==> config.mk <==
export PLATFORM = sky130hd
export DESIGN_NAME = signal_conflict_monitor_flat
export DESIGN_NICKNAME = d
export VERILOG_FILES = /design/src/rtl/signal_conflict_monitor_if.sv /design/src/rtl/signal_conflict_monitor.sv /design/src/flat_wrapper.sv
export SDC_FILE = /design/constraint.sdc
export NUM_CORES = 1
export LEC_CHECK = 0
export ABC_AREA = 1
export BUFFER_PORTS_ARGS = -buffer_cell sky130_fd_sc_hd__buf_4
export CORE_UTILIZATION = 55
export CTS_CLUSTER_DIAMETER = 80
export DETAILED_ROUTE_END_ITERATION = 7
export GPL_TIMING_DRIVEN = 0
export PLACE_DENSITY = 0.77
export SYNTH_ARGS = -nofsm -noshare
export SYNTH_HDL_FRONTEND = slang
export SYNTH_SLANG_ARGS = --single-unit
==> constraint.sdc <==
create_clock -name ck -period 1.55 [get_ports ck]
set_input_delay 0.155 -clock ck [delete_from_list [all_inputs] [get_ports ck]]
set_output_delay 0.155 -clock ck [all_outputs]
set_load 0.05 [all_outputs]
==> src/rtl/signal_conflict_monitor_if.sv <==
// Lamp request/drive bundle between a traffic controller and the conflict monitor.
// The controller side uses the master modport, the monitor uses slave.
interface signal_conflict_monitor_if;
   logic grn1;
   logic ylw1;
   logic red1;
   logic grn2;
   logic ylw2;
   logic red2;
   logic lgrn1;
   logic lylw1;
   logic lred1;
   logic lgrn2;
   logic lylw2;
   logic lred2;
   logic fault;
   logic [2:0] fcode;
   logic flash;

   modport master (
      output grn1, ylw1, red1, grn2, ylw2, red2,
      input  lgrn1, lylw1, lred1, lgrn2, lylw2, lred2, fault, fcode, flash
   );

   modport slave (
      input  grn1, ylw1, red1, grn2, ylw2, red2,
      output lgrn1, lylw1, lred1, lgrn2, lylw2, lred2, fault, fcode, flash
   );
endinterface

==> src/rtl/signal_conflict_monitor.sv <==
// Two-phase traffic signal conflict monitor: registered lamp pass-through with fail-safe red flash lock-out.
// Optional MONITOR_FAULT_COUNT_EN adds fcnt, a saturating lock-out entry counter that survives clr.
module signal_conflict_monitor #(
   parameter int PERSIST    = 3,
   parameter int FLASH_HALF = 8
) (
   input logic ck,
   input logic clr,
   signal_conflict_monitor_if.slave mon
`ifdef MONITOR_FAULT_COUNT_EN
   ,
   output logic [7:0] fcnt
`endif
);

   typedef enum logic [1:0] {
      RUN,
      PEND,
      LOCK
   } monitorState_t;

   localparam logic [3:0] PERSIST_L  = 4'(PERSIST);
   localparam logic [7:0] FLASH_LAST = 8'(FLASH_HALF - 1);
   localparam logic [5:0] LAMPS_REDS = 6'b001001;

   monitorState_t stateQ, stateNext;
   logic [3:0] pcQ, pcNext;
   logic [7:0] fcQ, fcNext;
   logic       faultQ, faultNext;
   logic [2:0] fcodeQ, fcodeNext;
   logic       flashQ, flashNext;
   logic [5:0] lampQ, lampNext;
   logic [5:0] reqLamps;
   logic [2:0] faultCode;
   logic       multi1, multi2;
   logic       lockEntry;

   assign reqLamps = {mon.grn1, mon.ylw1, mon.red1, mon.grn2, mon.ylw2, mon.red2};

   // Highest-priority conflict present on the requests this cycle, 0 when clean.
   always_comb begin
      multi1 = (mon.grn1 & mon.ylw1) | (mon.grn1 & mon.red1) | (mon.ylw1 & mon.red1);
      multi2 = (mon.grn2 & mon.ylw2) | (mon.grn2 & mon.red2) | (mon.ylw2 & mon.red2);
      faultCode = 3'd0;
      if (mon.grn1 & mon.grn2) begin
         faultCode = 3'd1;
      end else if (!(mon.grn1 | mon.ylw1 | mon.red1)) begin
         faultCode = 3'd2;
      end else if (!(mon.grn2 | mon.ylw2 | mon.red2)) begin
         faultCode = 3'd3;
      end else if (multi1 | multi2) begin
         faultCode = 3'd4;
      end
   end

   // Next-state logic; entering LOCK forces reds lit and greens/yellows dark on that same edge.
   always_comb begin
      stateNext = stateQ;
      pcNext    = pcQ;
      fcNext    = fcQ;
      faultNext = faultQ;
      fcodeNext = fcodeQ;
      flashNext = flashQ;
      lampNext  = lampQ;
      lockEntry = 1'b0;
      case (stateQ)
         RUN, PEND: begin
            lampNext  = reqLamps;
            faultNext = 1'b0;
            fcodeNext = 3'd0;
            flashNext = 1'b0;
            if (faultCode != 3'd0) begin
               if ((stateQ == RUN) ? (PERSIST_L == 4'd1) : ((pcQ + 4'd1) == PERSIST_L)) begin
                  lockEntry = 1'b1;
                  stateNext = LOCK;
                  pcNext    = 4'd0;
                  fcNext    = 8'd0;
                  faultNext = 1'b1;
                  fcodeNext = faultCode;
                  flashNext = 1'b1;
                  lampNext  = LAMPS_REDS;
               end else begin
                  stateNext = PEND;
                  pcNext    = (stateQ == RUN) ? 4'd1 : pcQ + 4'd1;
               end
            end else begin
               stateNext = RUN;
               pcNext    = 4'd0;
            end
         end
         LOCK: begin
            if (fcQ == FLASH_LAST) begin
               fcNext    = 8'd0;
               flashNext = ~flashQ;
            end else begin
               fcNext = fcQ + 8'd1;
            end
            lampNext = {2'b00, flashNext, 2'b00, flashNext};
         end
         default: begin
            stateNext = RUN;
            pcNext    = 4'd0;
         end
      endcase
   end

   // State register; clr overrides everything, including a lock entry on the same edge.
   always_ff @(posedge ck) begin
      if (clr) begin
         stateQ <= RUN;
         pcQ    <= 4'd0;
         fcQ    <= 8'd0;
         faultQ <= 1'b0;
         fcodeQ <= 3'd0;
         flashQ <= 1'b0;
         lampQ  <= LAMPS_REDS;
      end else begin
         stateQ <= stateNext;
         pcQ    <= pcNext;
         fcQ    <= fcNext;
         faultQ <= faultNext;
         fcodeQ <= fcodeNext;
         flashQ <= flashNext;
         lampQ  <= lampNext;
      end
   end

`ifdef MONITOR_FAULT_COUNT_EN
   logic [7:0] fcntQ = 8'd0;

   // Only the power-up value clears this count, so it records lock-outs across clr.
   always_ff @(posedge ck) begin
      if (!clr && lockEntry && (fcntQ != 8'hFF)) begin
         fcntQ <= fcntQ + 8'd1;
      end
   end

   assign fcnt = fcntQ;
`endif

   assign mon.lgrn1 = lampQ[5];
   assign mon.lylw1 = lampQ[4];
   assign mon.lred1 = lampQ[3];
   assign mon.lgrn2 = lampQ[2];
   assign mon.lylw2 = lampQ[1];
   assign mon.lred2 = lampQ[0];
   assign mon.fault = faultQ;
   assign mon.fcode = fcodeQ;
   assign mon.flash = flashQ;

endmodule

==> src/flat_wrapper.sv <==
// flat-port wrapper written by rule: the top's interface ports become plain ports
module signal_conflict_monitor_flat 
#(
   parameter int PERSIST    = 3,
   parameter int FLASH_HALF = 8
)
  (ck, clr, mon_grn1, mon_ylw1, mon_red1, mon_grn2, mon_ylw2, mon_red2, mon_lgrn1, mon_lylw1, mon_lred1, mon_lgrn2, mon_lylw2, mon_lred2, mon_fault, mon_fcode, mon_flash);
  signal_conflict_monitor_if mon_i ();
  input logic ck;
  input logic clr;
  input wire logic [$bits(mon_i.grn1)-1:0] mon_grn1;
  input wire logic [$bits(mon_i.ylw1)-1:0] mon_ylw1;
  input wire logic [$bits(mon_i.red1)-1:0] mon_red1;
  input wire logic [$bits(mon_i.grn2)-1:0] mon_grn2;
  input wire logic [$bits(mon_i.ylw2)-1:0] mon_ylw2;
  input wire logic [$bits(mon_i.red2)-1:0] mon_red2;
  output wire logic [$bits(mon_i.lgrn1)-1:0] mon_lgrn1;
  output wire logic [$bits(mon_i.lylw1)-1:0] mon_lylw1;
  output wire logic [$bits(mon_i.lred1)-1:0] mon_lred1;
  output wire logic [$bits(mon_i.lgrn2)-1:0] mon_lgrn2;
  output wire logic [$bits(mon_i.lylw2)-1:0] mon_lylw2;
  output wire logic [$bits(mon_i.lred2)-1:0] mon_lred2;
  output wire logic [$bits(mon_i.fault)-1:0] mon_fault;
  output wire logic [$bits(mon_i.fcode)-1:0] mon_fcode;
  output wire logic [$bits(mon_i.flash)-1:0] mon_flash;
  assign mon_i.grn1 = mon_grn1;
  assign mon_i.ylw1 = mon_ylw1;
  assign mon_i.red1 = mon_red1;
  assign mon_i.grn2 = mon_grn2;
  assign mon_i.ylw2 = mon_ylw2;
  assign mon_i.red2 = mon_red2;
  assign mon_lgrn1 = mon_i.lgrn1;
  assign mon_lylw1 = mon_i.lylw1;
  assign mon_lred1 = mon_i.lred1;
  assign mon_lgrn2 = mon_i.lgrn2;
  assign mon_lylw2 = mon_i.lylw2;
  assign mon_lred2 = mon_i.lred2;
  assign mon_fault = mon_i.fault;
  assign mon_fcode = mon_i.fcode;
  assign mon_flash = mon_i.flash;
  signal_conflict_monitor #(.PERSIST(PERSIST), .FLASH_HALF(FLASH_HALF)) u_core (.ck(ck), .clr(clr), .mon(mon_i));
endmodule
-- Word-level counts from Yosys, hierarchy flattened
Index checks and enable logic that the tools add are counted.
- input bits: 8
- register bits: 25
- output and inout bits: 11
- logic and storage cells: 62
- equality and inequality tests: 6
- muxes and demuxes: 25
- $add $sub $neg: 2
- bitwise logic cells: 17
- reductions and logical operators: 5
- operators by type and width (operator ; number):
    $mux 8 ; 3
    $mux 3 ; 6
    $pmux 8 s2 ; 1
    $mux 4 ; 3
    $mux 6 ; 2
    $pmux 6 s2 ; 1
    $or 1x1->1 ; 9
    $add 8x1->8 const B ; 1
    $eq 8x3->1 const B ; 1
    $pmux 4 s2 ; 1
    $and 1x1->1 ; 7
    $add 4x1->4 const B ; 1
    $eq 4x2->1 const B ; 1
    $mux 1 ; 4
    $mux 2 ; 2
    $ne 2x1->1 const B ; 2
    $pmux 2 s2 ; 1
    $reduce_and 3->1 ; 1
    $reduce_bool 3->1 ; 1
    $eq 2x1->1 const B ; 1
    $eq 2x2->1 const B ; 1
    $logic_not 2->1 ; 1
    $pmux 1 s2 ; 1
    $reduce_bool 2->1 ; 1
    other kinds (2) ; 2

-- Depth between registers and ports, before layout
Gate-level depths: netlist (run 1).
- word-level depth: 11
- gate-level depth with buffers: 10
- depth with buffers taken out: 10

-- Worst setup path before layout (run 1)
OpenSTA, ideal clock, no wires.
- kind: reg2reg
- start point: register u_core.pcQ[0]
- end point: register u_core.fcQ[0]
- arrival: 1.211 ns
- clock period less this slack: 1.324 ns
- path slack: 0.226 ns
- library setup time: 0.113 ns
- path buffers: 0
- cell stages (with the launch flop): 11
- cells stage by stage: dfxtp_1 ha_1 inv_1 nand2_1 nand2_1 nor2_1 nand2_2 nand2_2 nand3_4 o21ai_1 inv_1
- cells in the longest elaborated chain, start to end: 5
- RTL lines (item ; RTL line ; RTL):
    start: declaration ; signal_conflict_monitor.sv:27 ; logic [3:0] pcQ, pcNext;
    start signal: assignment ; signal_conflict_monitor.sv:119 ; pcQ <= pcNext;
    $add 4x1->4 ; signal_conflict_monitor.sv:73 ; if ((stateQ == RUN) ? (PERSIST_L == 4'd1) : ((pcQ + 4'd1) == PERSIST_L)) begin
    $eq 4x2->1 ; signal_conflict_monitor.sv:73 ;
    $mux 1 ; signal_conflict_monitor.sv:73 ;
    $ne 2x1->1 (no line) ; n/a ;
    $reduce_and 3->1 (no line) ; n/a ;
    end signal: assignment ; signal_conflict_monitor.sv:120 ; fcQ <= fcNext;
    end: declaration ; signal_conflict_monitor.sv:28 ; logic [7:0] fcQ, fcNext;
No other way between the ends.
A chain may end at the register's enable or synchronous reset.

-- Worst setup path in the final report (run 1)
- start point: register u_core.pcQ[0]
- end point: register u_core.fcQ[3]
The elaborated chain is that of the path after synthesis.

==> results of run 1 <==
sequential cells by signal, summed over array words and instances, names as in the netlist:
name,count
u_core.mon.fcode,3
u_core.pcQ,4
u_core.stateQ,2
u_core.mon.flash,1
u_core.fcQ,8
u_core.mon.fault,1
u_core.lampQ,6
critical path, cell delays in order, from the launching register on:
cell and delay (ps):
sky130_fd_sc_hd__dfxtp_4 390, sky130_fd_sc_hd__ha_1 210, sky130_fd_sc_hd__nand2_1 60, sky130_fd_sc_hd__nand2_1 70
sky130_fd_sc_hd__nor2_1 120, sky130_fd_sc_hd__nand2_2 80, sky130_fd_sc_hd__nand2_2 100, sky130_fd_sc_hd__nand3_4 130
sky130_fd_sc_hd__nand2_1 100, sky130_fd_sc_hd__a21oi_1 60
final timing paths:
check        slack (ps)             from         endpoint
max                 100    u_core.pcQ[0]    u_core.fcQ[3]
min                  80         mon_red2  u_core.lampQ[0]
max reg2reg         100    u_core.pcQ[0]    u_core.fcQ[3]
min reg2reg         470  u_core.lampQ[2]  u_core.lampQ[2]
Yosys cell counts:
cell	instances	area (sq um)
sky130_fd_sc_hd__a21oi_1	21	105
sky130_fd_sc_hd__a31oi_1	1	6.26
sky130_fd_sc_hd__buf_2	1	5.00
sky130_fd_sc_hd__buf_4	1	7.51
sky130_fd_sc_hd__clkbuf_1	2	7.51
sky130_fd_sc_hd__dfxtp_1	25	500
sky130_fd_sc_hd__ha_1	3	37.5
sky130_fd_sc_hd__inv_1	23	86.3
sky130_fd_sc_hd__inv_2	1	3.75
sky130_fd_sc_hd__nand2_1	54	203
sky130_fd_sc_hd__nand2_2	4	25.0
sky130_fd_sc_hd__nand3_1	18	90.1
sky130_fd_sc_hd__nand3_2	1	10.0
sky130_fd_sc_hd__nand3_4	1	17.5
sky130_fd_sc_hd__nand4_1	4	25.0
sky130_fd_sc_hd__nor2_1	10	37.5
sky130_fd_sc_hd__nor2_2	4	25.0
sky130_fd_sc_hd__nor2_4	1	11.3
sky130_fd_sc_hd__nor3_1	2	10.0
sky130_fd_sc_hd__o211ai_1	1	7.51
sky130_fd_sc_hd__o21ai_0	8	40.0
sky130_fd_sc_hd__o21ai_1	2	10.0
sky130_fd_sc_hd__o21bai_1	1	7.51
cells by family after synthesis:
kind of cell	count (synthesis)
AOI/OAI and AO/OA	34
adders and majority gates	3
buffers and inverters	28
DFF	25
and+or+nand+nor	99
report_power, final:
| part | leakage (nW) | switching, mW | internal, mW |
|---|---|---|---|
| clock network | 0.0150 | 0.186 | 0.101 |
| registers | 0.205 | 0.0207 | 0.665 |
| logic | 0.419 | 0.125 | 0.0620 |
metal layers:
layer	vias up	GRT usage [%]	part of all wire, %
met2	26	38.4	47
li1	652	-	-
met4	0	13.3	1.8
met1	570	30.2	47
met3	6	2.73	3.9
met5	-	0	0
layout make-up:
class	instances	area (sq um)	area share, %
Inverter	24	90.1	6.08
Clock buffer	4	26.3	1.77
Tap cell	28	35.0	2.36
Timing Repair Buffer	18	135	9.11
Buffer	4	20.0	1.35
Sequential cell	25	508	34.3
Multi-Input combinational cell	136	668	45.1
repair_timing:
action,CTS,global route
endpoints found under the setup margin,0,17
resized for setup,0,4
endpoints found under the hold margin,0,0
==> results.toml, run 1 <==
[run_status]
outcome = "completed"

[cts]
cts-root-to-sink-buffers = 2
cts_setup_buffers = 0
clock_sink_count = 25
clock-root-buffer = "sky130_fd_sc_hd__clkbuf_4"
cts-buffers-inserted = 3
htree_num_levels = 1
worst_setup_hold_path_clk_slew_ps = 130
insertion_delay_ps = 320
cts.hold.buffers_added = 0
cts_tree = "yes"

[timing]
finalCriticalPeriod_ps = 1450
timing.max_slew.rel_slack_pct = 66.0
timing.final.crit_share_pct = 93.8
tightestPinTransition_ps = 509
post-route-worst-setup-slack_ps = 96.6
slew_violations = 0
report.final.setup_viol = 0
timing.final.hold_violations = 0
timing.setup.tns_ps = 0
clock_skew_ps = 6.24
max_clock_freq_mhz = 688
final.hold.worst_slack_ps = 83.0

[logic_synthesis]
synth_xor_xnor_area_share_pct = 0
synth_seq_cells = 25
synth.yosys.seq_area_share_pct = 39.1
syn-instance-count = 189
synthesis.area_sq_um = 1280
dominant_combinational_cell_family_by_area_after_synthesis = "simple AND/OR/NAND/NOR gates"
synth.avg_cell_area_sq_um = 6.77
synth_nets = 200
synth.area.mux_share_pct = 0
synth.lib_cells_used.distinct = 23
synth_simple_gate_area_share_pct = 35.5
synth-compound-area-share_pct = 13.8
yosys.area_share.adder_pct = 2.94
synth-warning-count = 0

[cells_and_area]
fillCellCount = 196
insertedDiodeCount = 0
final_core_util_pct = 67.7
layout_cells_sized_above_1_pct = 17.5
mostFrequentLayoutCells = "sky130_fd_sc_hd__nand2_1, sky130_fd_sc_hd__inv_1, sky130_fd_sc_hd__dfxtp_1"
num-nets-final = 223
finished_layout_cell_area_sq_um = 1480
layout-area-overhead-vs-synth_pct = 15.9
final-instance-count-excl-fill = 239
layout.cells.most_common = "sky130_fd_sc_hd__nand2_1"

[setup_path]
critical_path.startpoint_type = "flip-flop"
critPathArrivalTime_ps = 1650
cp_max_fo = 9
crit_path_class = "reg -> reg"
critical_path.endpoint_type = "flip-flop"
r2r.worst_path.cells = 9
worstPathRequired_ps = 1740

[placed_design]
dp_cells = 235
place.gp.congestion = 0.796
count_of_port_buffers_added_during_placement = 18
placement.setup.worst_slack_ps = 44.0
estimated_wirelength_of_the_detail_placed_design_microns = 2040
dpl_cell_area_sq_um = 1450

[die]
placeableCoreArea_sq_um = 2190
fp.dieArea_sq_um = 2520
start_util_pct = 58.4
die_y_microns = 50.2
ioPinCount = 19
core.rowCount = 17
chipWidth_microns = 50.2

[routing]
drcViolationCount = 0
detail_route.first_pass.iterations = 4
drt-vias-per-instance = 5.25
ant_nets = 0
route.vias.total = 1254
drt_iter0_drc = 44
final_wirelength_microns = 2740
detail_route.wl_per_cell_microns = 11.5

[grt]
first_global_vias = 1129
antenna_found_initial = 0
grt_max_degree = 14
global_route.overflow_total = 0
grt_pass1_wl_microns = 4570
track_usage_pct = 23.7

[flow_run]
timing.max_cap.violations = 0

[worst_hold_path]
hold_depth = 3
hp-class = "in -> reg"

[power_and_ir_drop]
power.density_nw_per_um2 = 783
leakage_nw = 0.639
max-vdd-ir-drop_mv = 0.532
report.power.total_mw = 1.16
Note: power is estimated with default switching activity, not from simulation.
==> inputs of run 2 (changes only) <==
--- a/config.mk
+++ b/config.mk
@@ -12,6 +12,7 @@
 export DETAILED_ROUTE_END_ITERATION = 7
 export GPL_TIMING_DRIVEN = 0
 export PLACE_DENSITY = 0.77
+export RECOVER_POWER = 100
 export SYNTH_ARGS = -nofsm -noshare
 export SYNTH_HDL_FRONTEND = slang
 export SYNTH_SLANG_ARGS = --single-unit
==> run 2 against run 1 <==
  * Hold slack better by 1.1 ps
  * Combinational power shrank 6%
  * First-iteration DRC count shrank 6.8%
  * Clock-buffer cell count unchanged
  * Sequential cell count unchanged
  * Final cell count unchanged
  * Global-route usage did not move
  * Critical path type unchanged
  * Critical endpoint unchanged
  * Largest cell class unchanged
  * Highest routed layer unchanged
==> results.toml, run 2 (synthesis results as in run 1) <==
[placed_design]
placement.setup.worst_slack_ps = 44.0
estimated_wirelength_of_the_detail_placed_design_microns = 2040
count_of_port_buffers_added_during_placement = 18
dp_cells = 235
place.gp.congestion = 0.796

[grt]
track_usage_pct = 23.7
grt_pass1_wl_microns = 4570
first_global_vias = 1129
global_route.overflow_total = 0
antenna_found_initial = 0
grt_max_degree = 14

[routing]
ant_nets = 0
detail_route.first_pass.iterations = 4
drt_iter0_drc = 41
detail_route.wl_per_cell_microns = 11.4
drcViolationCount = 0
route.vias.total = 1266
drt-vias-per-instance = 5.30
final_wirelength_microns = 2720

[cells_and_area]
largest_reg_flops = 8
largestRegisters = "u_core.fcQ (8), u_core.lampQ (6), u_core.pcQ (4)"
num-nets-final = 223
insertedDiodeCount = 0
fillCellCount = 206
regMostFlops = "u_core.fcQ"
multi_input_area_sq_um = 666
sequential_cell_area_sq_um = 508
final_core_util_pct = 65.6
mostFrequentLayoutCells = "sky130_fd_sc_hd__nand2_1, sky130_fd_sc_hd__inv_1, sky130_fd_sc_hd__dfxtp_1"
layout_cells_sized_above_1_pct = 11.8
layout-area-overhead-vs-synth_pct = 12.3
layout.cells.most_common = "sky130_fd_sc_hd__nand2_1"
final-instance-count-excl-fill = 239

[cts]
insertion_delay_ps = 320
cts_setup_buffers = 0
clock_sink_count = 25
cts-root-to-sink-buffers = 2
cts-buffers-inserted = 3
clock-root-buffer = "sky130_fd_sc_hd__clkbuf_4"
cts_tree = "yes"
htree_num_levels = 1
cts.hold.buffers_added = 0
worst_setup_hold_path_clk_slew_ps = 130

[die]
die_y_microns = 50.2
ioPinCount = 19
start_util_pct = 58.4
fp.dieArea_sq_um = 2520
chipWidth_microns = 50.2
core.rowCount = 17
placeableCoreArea_sq_um = 2190

[setup_path]
critPathArrivalTime_ps = 1650
cp_max_fo = 9
critical_path.startpoint_type = "flip-flop"
critical_path.endpoint_type = "flip-flop"
crit_path_class = "reg -> reg"
worstPathRequired_ps = 1740

[timing]
clock_skew_ps = 4.78
report.final.setup_viol = 0
max_clock_freq_mhz = 688
finalCriticalPeriod_ps = 1450
timing.final.crit_share_pct = 93.8
tightestPinTransition_ps = 615
post-route-worst-setup-slack_ps = 95.8
slew_violations = 0
timing.final.hold_violations = 0
timing.max_slew.rel_slack_pct = 59.2

[run_status]
outcome = "completed"

[power_and_ir_drop]
power.density_nw_per_um2 = 800
report.power.total_mw = 1.15
leakage_nw = 0.594
max-vdd-ir-drop_mv = 0.539

[flow_run]
timing.max_cap.violations = 0

[worst_hold_path]
hp-class = "in -> reg"
-- run 2: cell types whose count changed in the layout (fill, tap and decap cells not counted) --
cell                       before  now
sky130_fd_sc_hd__buf_4         19    7
sky130_fd_sc_hd__clkbuf_1       3   14
sky130_fd_sc_hd__nor2_1        10   11
sky130_fd_sc_hd__clkbuf_2       0    1
sky130_fd_sc_hd__nor2_2         4    3
-- run 2: final timing paths --
path,from,end,slack [ps],depth (start not counted)
min reg2reg,u_core.lampQ[2],u_core.lampQ[2],470,2
min,mon_red2,u_core.lampQ[0],80,3
max,u_core.pcQ[0],u_core.fcQ[3],100,10
max reg2reg,u_core.pcQ[0],u_core.fcQ[3],100,10
-- run 2: per-layer routing --
layer | vias up | part of all wire [%] | track usage [%]
li1 | 655 | - | -
met1 | 569 | 44 | 30.2
met2 | 38 | 48 | 38.4
met3 | 4 | 6.2 | 2.73
met4 | 0 | 1.1 | 13.3
met5 | - | 0 | 0
-- run 2: per-stage QoR --
stage	setup TNS, ps	instance area (sq um)	hold WS (ps)
after floorplan	0	1280	287
after global placement	0	1450	408
after detailed placement	0	1450	417
after CTS	0	1480	78.4
after global routing	-1.35	1440	84.2
final	0	1440	84.0
-- run 2: worst max-delay path, cell delays in order, from the launching register on --
cell	delay, ps
sky130_fd_sc_hd__dfxtp_4	400
sky130_fd_sc_hd__ha_1	170
sky130_fd_sc_hd__inv_1	40
sky130_fd_sc_hd__nand2_1	50
sky130_fd_sc_hd__nand2_1	80
sky130_fd_sc_hd__nor2_1	120
sky130_fd_sc_hd__nand2_2	80
sky130_fd_sc_hd__nand2_2	100
sky130_fd_sc_hd__nand3_4	130
sky130_fd_sc_hd__nand2_1	100
sky130_fd_sc_hd__a21oi_1	60
-- run 2: what timing repair did --
item | in CTS | in global routing
endpoints found under the hold margin | 0 | 0
endpoints found under the setup margin | 0 | 17
gates resized for setup | 0 | 4
-- run 2: area by class of cell --
class | instances | area share (%)
Buffer | 4 | 1.22
Clock buffer | 4 | 1.83
Inverter | 24 | 6.27
Multi-Input combinational cell | 136 | 46.3
Sequential cell | 25 | 35.4
Tap cell | 28 | 2.44
Timing Repair Buffer | 18 | 6.53
-- run 2: power by group --
part	switching, mW	total, mW	internal [mW]
sequential	0.0206	0.686	0.665
combinational	0.124	0.175	0.0508
clock	0.187	0.288	0.101
